`config.mk`:
```
export PLATFORM = sky130hd
export DESIGN_NAME = exc_redirect_ctrl
export DESIGN_NICKNAME = d
export VERILOG_FILES = /design/src/rtl/noop_exc_pkg.sv /design/src/rtl/exc_redirect_ctrl.sv
export SDC_FILE = /design/constraint.sdc
export NUM_CORES = 1
export LEC_CHECK = 0
export ABC_AREA = 0
export CORE_MARGIN = 1.5
export CORE_UTILIZATION = 48
export CTS_CLUSTER_SIZE = 28
export DETAILED_ROUTE_END_ITERATION = 8
export GPL_ROUTABILITY_DRIVEN = 0
export PLACE_DENSITY = 0.95
export SLEW_MARGIN = 25
export SYNTH_ARGS = -nofsm -noshare
export SYNTH_HDL_FRONTEND = slang
export SYNTH_SLANG_ARGS = --single-unit
```
`constraint.sdc`:
```
create_clock -name clk -period 2.7 [get_ports clk]
set_input_delay 0.27 -clock clk [delete_from_list [all_inputs] [get_ports clk]]
set_output_delay 0.27 -clock clk [all_outputs]
set_load 0.02 [all_outputs]
```
`src/rtl/noop_exc_pkg.sv`:
```
// Shared types and constants for the exception/eret recovery controller.
package noop_exc_pkg;

    typedef enum logic [1:0] {
        ST_IDLE     = 2'd0,
        ST_FLUSH    = 2'd1,
        ST_REDIRECT = 2'd2,
        ST_GUARD    = 2'd3
    } exc_state_e;

    localparam logic [31:0] EXC_VECTOR_DEFAULT = 32'hBFC00380;
    localparam int          EXC_CNT_W          = 16;

    // A commit only starts recovery when CP0 reports an exception or an eret.
    function automatic logic is_trigger(input logic valid, input logic exc, input logic eret);
        return valid & (exc | eret);
    endfunction

endpackage

```
`src/rtl/exc_redirect_ctrl.sv`:
```
// Pipeline recovery sequencer: after a CP0 exception/eret commit it flushes,
// redirects fetch over valid/ready, then guards one cycle before reopening.
module exc_redirect_ctrl
    import noop_exc_pkg::*;
#(
    parameter int          DATA_WIDTH   = 32,
    parameter logic [31:0] EXC_VECTOR   = EXC_VECTOR_DEFAULT,
    parameter int          FLUSH_CYCLES = 2,
    parameter int          CNT_W        = EXC_CNT_W
) (
    input  logic                  clk,
    input  logic                  rst,
    input  logic                  commit_valid,
    output logic                  commit_ready,
    input  logic                  has_exception,
    input  logic                  eret,
    input  logic [DATA_WIDTH-1:0] epc,
    output logic                  flush,
    output logic                  redirect_valid,
    input  logic                  redirect_ready,
    output logic [DATA_WIDTH-1:0] redirect_pc,
    output logic                  int_enable,
    output logic                  busy,
    output logic [EXC_CNT_W-1:0]  exc_count
);

    localparam logic [CNT_W-1:0] CNT_MAX = {CNT_W{1'b1}};

    exc_state_e            state_q, state_d;
    logic [3:0]            fcnt_q, fcnt_d;
    logic [DATA_WIDTH-1:0] pc_q, pc_d;
    logic [CNT_W-1:0]      cnt_q, cnt_d;

    // State, flush counter, redirect target and exception counter registers.
    always_ff @(posedge clk or posedge rst) begin
        if (rst) begin
            state_q <= ST_IDLE;
            fcnt_q  <= 4'd0;
            pc_q    <= {DATA_WIDTH{1'b0}};
            cnt_q   <= {CNT_W{1'b0}};
        end else begin
            state_q <= state_d;
            fcnt_q  <= fcnt_d;
            pc_q    <= pc_d;
            cnt_q   <= cnt_d;
        end
    end

    // Next-state logic; the target is latched at acceptance so it stays stable until the next trigger.
    always_comb begin
        state_d = state_q;
        fcnt_d  = fcnt_q;
        pc_d    = pc_q;
        cnt_d   = cnt_q;
        case (state_q)
            ST_IDLE: begin
                if (is_trigger(commit_valid, has_exception, eret)) begin
                    state_d = ST_FLUSH;
                    fcnt_d  = 4'(FLUSH_CYCLES);
                    if (has_exception) begin
                        pc_d = DATA_WIDTH'(EXC_VECTOR);
                        if (cnt_q != CNT_MAX) begin
                            cnt_d = cnt_q + CNT_W'(1);
                        end else begin
                            cnt_d = cnt_q;
                        end
                    end else begin
                        pc_d = epc;
                    end
                end else begin
                    state_d = ST_IDLE;
                end
            end
            ST_FLUSH: begin
                if (fcnt_q <= 4'd1) begin
                    state_d = ST_REDIRECT;
                    fcnt_d  = 4'd0;
                end else begin
                    fcnt_d  = fcnt_q - 4'd1;
                end
            end
            ST_REDIRECT: begin
                if (redirect_ready) begin
                    state_d = ST_GUARD;
                end else begin
                    state_d = ST_REDIRECT;
                end
            end
            ST_GUARD: begin
                state_d = ST_IDLE;
            end
            default: begin
                state_d = ST_IDLE;
            end
        endcase
    end

    // Outputs come from state/registers only, never straight from the handshake inputs.
    assign commit_ready   = (state_q == ST_IDLE);
    assign int_enable     = (state_q == ST_IDLE);
    assign flush          = (state_q == ST_FLUSH);
    assign redirect_valid = (state_q == ST_REDIRECT);
    assign busy           = (state_q != ST_IDLE);
    assign redirect_pc    = pc_q;
    assign exc_count      = EXC_CNT_W'(cnt_q);

endmodule

```
==> flow_summary.yaml, run 1 <==
sta:
  slew_headroom: 0.492
  finClkSkew_ns: 0.00542
  finalHoldViolCount: 0
  slew_viol_final: 0
  period_minus_slack_ns: 2.05
  holdWs_ns: 0.327
  setup_tns_ns: 0
  setup_viol: 0
  fin_crit_sh: 0.759
  worstMarginPinSlew_ns: 0.756
  fmax_mhz: 488
  rsz0062_at_grt: "no"
synth:
  syn-num-nets: 305
  synth-async-reset-ratio: 1.00
  synth_edf_count: 0
  synth.distinct_cells: 38
  ys_seq_area_frac: 0.537
  ys.flop_type: "dfrtp_1"
  yosysWarningCount: 0
  syn-cell-area_um2: 2520
  synth_top_cell_by_area: "dfrtp_1"
  syn_avg_cell_area_um2: 9.65
  synth.area.top_cells: "dfrtp_1, o21ai_0, nand2_1, nand2b_1, ha_1"
  syn_inst: 261
  yosysTopAreaCellShare: 0.537
  synth_seq_cells: 54
min_path:
  min_path_type: "in -> async"
clock_network:
  clkSinkCount: 54
  cts_resized: 0
  cts_buffers: 5
  clockRootBuffer: "clkbuf_8"
  tritoncts: "built"
  cts_htree_levels: 2
  clockBufferDepth: 2
  postCtsHoldBufs: 0
  postCtsSetupRepairBufs: 0
  clk_pin_slew_ns: 0.09
  insertion_delay_ns: 0.30
route:
  viasPerCell: 5.16
  drt-total-wl_mm: 6.08
  dr.pass1.iters: 5
  routed-via-count: 2167
  drt_iter0_markers: 142
  ant_nets: 0
  drc: 0
  post_drt_wl_per_cell_um: 14.5
place:
  placed_area_um2: 3480
  place.port_buffers: 90
  dp_cells: 412
  place_hpwl_mm: 4.63
cells_and_area:
  fin_area_um2: 3590
  seqCellArea_um2: 1350
  stdcell_count: 420
  area_delta_synth_final_pct: 42.7
  fillers: 369
  n_antenna_cell: 0
  fin_util: 0.708
  fin_nets: 393
  drive_gt1_frac: 0.0686
  multi_input_area_um2: 1080
floorplan:
  initial_core_util: 0.496
  die_h_um: 75.4
  fp.dieW_um: 75.4
  die_area_um2: 5690
  rows: 26
  core_area_um2: 5070
  io_pins: 91
worst_setup_path:
  endpoint_kind: "primary output"
  cp_max_fo: 7
  cp_data_arrival_time_ns: 1.78
  worst_ep_required_time_ns: 2.43
  criticalPathCategory: "reg -> out"
  worst_setup_path_start_kind: "flip-flop"
power_and_ir_drop:
  p_comb_frac: 0.457
  power.density_nw_per_um2: 928
  ir_drop_mv: 0.415
  power.switching_mw: 1.27
  pwr-share-seq: 0.383
  pwr-share-clk: 0.159
  swShare: 0.381
  p_int_mw: 2.07
  power_leakage_nw: 1.55
global_routing:
  grt_pass1_wl_mm: 9.40
  antenna_found_initial: 0
  grt_use_total: 0.220
  grt_overflow: 0
  grt_max_degree: 65
  first_global_vias: 1990
run_status:
  outcome: "finished clean"
run:
  cap_violations: 0
[layer usage]
metal | wire (um) | up-vias | global-route usage
met3 | 434 | 4 | 0.0450
met5 | 0 | - | 0
li1 | - | 1062 | -
met4 | 36 | 0 | 0.0655
met2 | 3110 | 77 | 0.394
met1 | 2500 | 1024 | 0.269
[cells in the final DEF, fill, tap and decap left out, types with 2 or more instances in the layout]
master / Yosys / routed
nor3_1: 5 / 5
nor4_1: 2 / 2
xnor2_1: 3 / 3
mux2i_1: 2 / 2
nand2b_1: 22 / 22
o21ai_0: 34 / 34
xor2_1: 5 / 5
inv_1: 8 / 7
buf_4: 1 / 2
clkdlybuf4s50_1: 0 / 90
nand2_1: 38 / 38
a31oi_1: 4 / 4
ha_1: 6 / 6
or2_2: 2 / 2
nand3_1: 9 / 9
mux2_2: 2 / 2
o211ai_1: 2 / 2
nand4_1: 4 / 4
clkbuf_8: 0 / 5
nor2_1: 20 / 20
dfrtp_1: 54 / 54
a21oi_1: 11 / 11
[logic make-up (layout without fill, tap and decap cells)]
logic type      Yosys count  count (layout)  share of synthesized area
compound gates           57              57                      0.124
xor+xnor                  8               8                     0.0278
fa+ha+maj                 6               6                     0.0298
buf+inv                  20             109                     0.0348
flops                    54              54                      0.537
mux                       4               4                     0.0169
simple gates            112             112                      0.230
[power groups by stage]
stage	Combinational [mW]	Clock (mW)	Sequential (mW)
floorplan	0.525	0	1.56
global placement	1.47	0	1.27
detailed placement	1.54	0	1.29
CTS	1.54	0.548	1.28
global route	1.66	0.572	1.31
finish	1.53	0.531	1.28
[worst max-delay path, cell delays in order, from the launching register on]
cell	delay, ns
dfrtp_1	0.40
inv_1	0.08
ha_1	0.29
inv_1	0.10
clkdlybuf4s50_1	0.60
[synthesized netlist by cell type, types with 2 or more instances]
| cell | count |
|---|---|
| dfrtp_1 | 54 |
| buf_2 | 7 |
| nand4_1 | 4 |
| xnor2_1 | 3 |
| mux2i_1 | 2 |
| nand3_1 | 9 |
| o211ai_1 | 2 |
| nor2_1 | 20 |
| nor4_1 | 2 |
| a21oi_1 | 11 |
| or2_2 | 2 |
| xor2_1 | 5 |
| nand2_1 | 38 |
| nand2b_1 | 22 |
| a31oi_1 | 4 |
| inv_1 | 8 |
| ha_1 | 6 |
| nor3_1 | 5 |
| clkbuf_1 | 4 |
| mux2_2 | 2 |
| o21ai_0 | 34 |
[state kept, by name (all words and copies together) (netlist names)]
| signal | flops |
|---|---|
| fcnt_q | 4 |
| exc_count | 16 |
| state_q | 2 |
| redirect_pc | 32 |
[stage by stage]
| stage | power (mW) | setup slack, ns |
|---|---|---|
| 2_1_floorplan | 2.08 | 0.844 |
| 3_3_place_gp | 2.74 | 0.851 |
| 3_5_place_dp | 2.83 | 0.776 |
| 4_1_cts | 3.37 | 0.621 |
| 5_1_grt | 3.55 | 0.530 |
| 6_report | 3.34 | 0.651 |
[worst paths after layout]
kind	startpoint	endpoint	slack (ns)	cells after the start
min in group clk	redirect_pc[4]	redirect_pc[4]	0.49	2
max in group asynchronous	rst	exc_count[13]	2.14	3
min reg2reg	redirect_pc[4]	redirect_pc[4]	0.49	2
max	state_q[0]	busy	0.65	4
min	rst	redirect_pc[10]	0.33	3
max reg2reg	state_q[0]	exc_count[10]	0.79	6
[final cells by class]
type / instances / share of cell area
repair buffers: 93 / 0.260
flip-flops and latches: 54 / 0.376
clock inverters: 2 / 0.0104
multi-input cells: 187 / 0.300
inverters: 8 / 0.00835
clock buffers: 6 / 0.0202
well taps: 70 / 0.0244
Power figures use the tool's default switching activity.
==> run 2: changes to the inputs <==
--- a/config.mk
+++ b/config.mk
@@ -7,11 +7,11 @@
 export LEC_CHECK = 0
 export ABC_AREA = 0
 export CORE_MARGIN = 1.5
-export CORE_UTILIZATION = 48
+export CORE_UTILIZATION = 40
 export CTS_CLUSTER_SIZE = 28
 export DETAILED_ROUTE_END_ITERATION = 8
 export GPL_ROUTABILITY_DRIVEN = 0
-export PLACE_DENSITY = 0.95
+export PLACE_DENSITY = 0.87
 export SLEW_MARGIN = 25
 export SYNTH_ARGS = -nofsm -noshare
 export SYNTH_HDL_FRONTEND = slang
==> constraint.sdc (replaced) <==
create_clock -name clk -period 1.8 [get_ports clk]
set_input_delay 0.18 -clock clk [delete_from_list [all_inputs] [get_ports clk]]
set_output_delay 0.18 -clock clk [all_outputs]
set_load 0.02 [all_outputs]
==> flow_summary.yaml, run 2 (synthesis results as in run 1) <==
floorplan:
  initial_core_util: 0.420
  io_pins: 91
  die_h_um: 82.4
  rows: 28
  die_area_um2: 6780
  fp.dieW_um: 82.4
  core_area_um2: 5990
sta:
  fmax_mhz: 599
  rsz0062_at_grt: "no"
  slew_headroom: 0.672
  setup_viol: 0
  period_minus_slack_ns: 1.67
  setup_tns_ns: 0
  finClkSkew_ns: 0.0119
  worstMarginPinSlew_ns: 0.489
  finalHoldViolCount: 0
  slew_viol_final: 0
  fin_crit_sh: 0.928
global_routing:
  grt_pass1_wl_mm: 9.30
  antenna_found_initial: 0
  grt_overflow: 0
  grt_use_total: 0.178
  first_global_vias: 2084
  grt_max_degree: 55
clock_network:
  cts_buffers: 5
  postCtsHoldBufs: 0
  clockBufferDepth: 2
  cts_htree_levels: 2
  clockRootBuffer: "clkbuf_8"
  tritoncts: "built"
  clk_pin_slew_ns: 0.10
  clkSinkCount: 54
  insertion_delay_ns: 0.30
worst_setup_path:
  rr_worst_depth: 6
  endpoint_kind: "primary output"
  r2r_slack_ns: 0.14
  criticalPathCategory: "reg -> out"
  r2r_start: "state_q[0]"
  cp_max_fo: 4
  worst_ep_required_time_ns: 1.62
  cp_data_arrival_time_ns: 1.49
  timing.rr.end: "exc_count[10]"
  worst_setup_path_start_kind: "flip-flop"
route:
  post_drt_wl_per_cell_um: 13.1
  viasPerCell: 4.89
  routed-via-count: 2098
  drc: 0
  ant_nets: 0
  drt_iter0_markers: 91
  dr.pass1.iters: 4
  drt-total-wl_mm: 5.62
cells_and_area:
  final_common_cell: "clkdlybuf4s50_1"
  n_antenna_cell: 0
  drive_gt1_frac: 0.0847
  largest_reg_flops: 32
  area_delta_synth_final_pct: 44.9
  most-common-layout-cells: "clkdlybuf4s50_1, dfrtp_1, nand2_1"
  fin_nets: 397
power_and_ir_drop:
  ir_drop_mv: 0.797
  finalPower_mw: 4.98
  power_leakage_nw: 1.59
  power.density_nw_per_um2: 1360
run:
  cap_violations: 0
place:
  place_hpwl_mm: 4.11
  place.port_buffers: 90
run_status:
  outcome: "finished clean"
min_path:
  min_path_type: "in -> async"
run 2: cell types whose count changed in the layout (fill, tap and decap cells not counted), sizes merged:
cell | previous run | this run
dlygate4sd2 | 0 | 4
clkdlybuf4s50 | 90 | 85
buf | 3 | 7
dlymetal6s2s | 0 | 1
run 2: routing by layer:
metal  up-vias  global-route usage  wire [um]
met5         -                   0          0
met4         0              0.0593         72
met3         8              0.0473        349
met2        57               0.313       2730
met1       967               0.210       2470
li1       1066                   -          -
run 2: area by class of cell:
| cell class | count | area [um2] |
|---|---|---|
| Sequential cell | 54 | 1350 |
| Clock inverter | 2 | 37.5 |
| Multi-Input combinational cell | 187 | 1090 |
| Inverter | 8 | 30.0 |
| Clock buffer | 6 | 72.6 |
| Timing Repair Buffer | 97 | 976 |
| Fill cell | 505 | 2340 |
| Tap cell | 75 | 93.8 |
run 2: worst max-delay path by stage:
stage                   from        endpoint  slack, ns  depth (start not counted)
3_3_place_gp   has_exception   exc_count[10]       0.09                          5
5_1_grt         exc_count[0]    exc_count[1]       0.02                          5
3_5_place_dp   has_exception  redirect_pc[4]       0.06                          4
4_1_cts           state_q[0]  redirect_valid       0.03                          3
2_1_floorplan     state_q[0]   exc_count[10]       0.06                          6
6_report          state_q[0]            busy       0.13                          5
run 2: repair_timing:
| item | in CTS | in global routing |
|---|---|---|
| resized for setup | 4 | 2 |
| pin swaps | 0 | 0 |
| setup buffers | 0 | 0 |
| setup endpoints to repair | 4 | 2 |
run 2: critical path, cell delays in order (launching register included):
cell           delay (ns)
dfrtp_1              0.41
inv_1                0.09
ha_2                 0.21
buf_4                0.14
inv_1                0.04
dlygate4sd2_1        0.31
run 2: stage by stage:
step | util | hold WS [ns] | std cells | cell area (um2) | setup slack, ns
final | 0.609 | 0.237 | 429 | 3650 | 0.129
after global placement | 0.590 | 0.463 | 421 | 3540 | 0.0867
after global routing | 0.609 | 0.255 | 429 | 3650 | 0.0191
after detailed placement | 0.590 | 0.469 | 421 | 3540 | 0.0626
after floorplan | - | 0.328 | 261 | 2520 | 0.0566
after CTS | 0.608 | 0.242 | 429 | 3640 | 0.0281
run 2: power breakdown:
| group | switching [mW] | internal (mW) | leakage, nW | total [mW] |
|---|---|---|---|---|
| logic | 1.20 | 1.08 | 0.843 | 2.28 |
| clock network | 0.379 | 0.415 | 0.0514 | 0.794 |
| registers | 0.280 | 1.62 | 0.698 | 1.90 |
| total | 1.86 | 3.12 | 1.59 | 4.98 |
==> variant (settings of run 2) <==
`EXC_CNT_W`: 16 -> 32.
--- a/src/rtl/noop_exc_pkg.sv
+++ b/src/rtl/noop_exc_pkg.sv
@@ -10,5 +10,5 @@
 
     localparam logic [31:0] EXC_VECTOR_DEFAULT = 32'hBFC00380;
-    localparam int          EXC_CNT_W          = 16;
+    localparam int          EXC_CNT_W          = 32;
 
     // A commit only starts recovery when CP0 reports an exception or an eret.
Interface: changed (resized exc_count); port bits go from 91 to 107. The function was not compared with the original's and may differ.
==> variant against run 2 <==
  * The run now ends with negative setup slack left
  * Fmax decreased by 7.5%
  * Setup slack got worse by 0.14 ns
  * Sequential cell count rose by 16
  * Cell area grew 43%
  * Power up 28%
  * Non-clock buffer count is 68 higher
  * Area after synthesis up 30%
  * First-iteration DRC count up 34%
  * Final cell count is 39% higher
  * Wire length up 63%
  * Register-to-register slack got worse by 0.15 ns
==> variant: results (changes against run 2) <==
outcome finished with violations; failing checks negative setup slack; WL met3 585 um (+68%); maximum vdd drop 779.0 uV (-2.2%); compound-gate portion of the synthesized area 0.08511 (-0.03908); LEAKAGE 2.375 nW (+49%); # clk buffers 10 (+4); reg-to-reg startpoint exc_count[19]; Port-buffer cells 106 (+18%); pin count of the biggest net entering global routing 71 (+29%); Reg power frac 0.360 (-0.022); final worst slack -0.006842 ns (-0.1360 ns); hold_ws 0.3080 ns (+0.07089 ns); global-route wire length before repair 13.97 mm (+50%); total negative slack -0.006842 ns (-0.006842 ns); Worst Clk Skew 0.006947 ns (-0.004967 ns); DP HPWL 6.288 mm (+53%); met2 WL post-DR 4.603 mm (+69%); worst-skew pair later-pin latency 0.34 ns (+0.04 ns); post-CTS setup buffer count 1 (+1); nonclk buf count 165 (+70%); Layout clock area frac 0.04271 (+0.01254); M3 GR Usage 0.03740 (-0.009854); synth top area cells dfrtp_1 (53%), xnor2_1 (5.6%), o21ai_0 (5.5%); Synthesized Nets 370 (+21%); post-synth cell types 36 (-5.3%); Layout non-clock buf frac 0.2929 (+0.02555); Slew Limit Headroom 0.7564 (+0.08404); Synth Area per Inst 10.09 um^2 (+4.5%); final setup violating endpoints 1 (+1); vias per inst 5.092 (+4.1%); Post-Place Cell Area 4831 um^2 (+37%); multi-input logic area 1533 um^2 (+41%); CORE AREA 7848 um^2 (+31%); area share of fa/ha/maj cells after synthesis 0.02672 (-0.003089); Sw Share 0.3587 (-0.01495)
==> variant: changes by cell type in the layout (fill, tap and decap cells not counted), moves of 6 or more <==
cell             delta
a21oi_1             -6
and3_1              +6
buf_4              +51
clkdlybuf4s50_1    +16
dfrtp_1             +7
dfrtp_2             +9
nand2_1             +7
nand4_1            +10
xnor2_1            +17
==> variant: worst max-delay path by stage <==
stage | slack [ns] | cells after the start | start | end
finish | -0.007 | 8 | exc_count[19] | exc_count[18]
global route | -0.05 | 8 | exc_count[19] | exc_count[18]
CTS | 0.009 | 8 | exc_count[19] | exc_count[18]
detailed placement | -0.13 | 6 | has_exception | exc_count[30]
global placement | -0.03 | 6 | has_exception | exc_count[30]
floorplan | -0.09 | 7 | state_q[0] | exc_count[30]
==> variant: cells by family (layout without fill, tap and decap cells) <==
group | Yosys count | in the layout
xor gates and xnor gates | 30 | 30
AOI/OAI and AO/OA | 50 | 50
adders and majority gates | 7 | 7
muxes | 2 | 2
DFF | 70 | 70
and+or+nand+nor | 143 | 143
buffers and inverters | 23 | 191
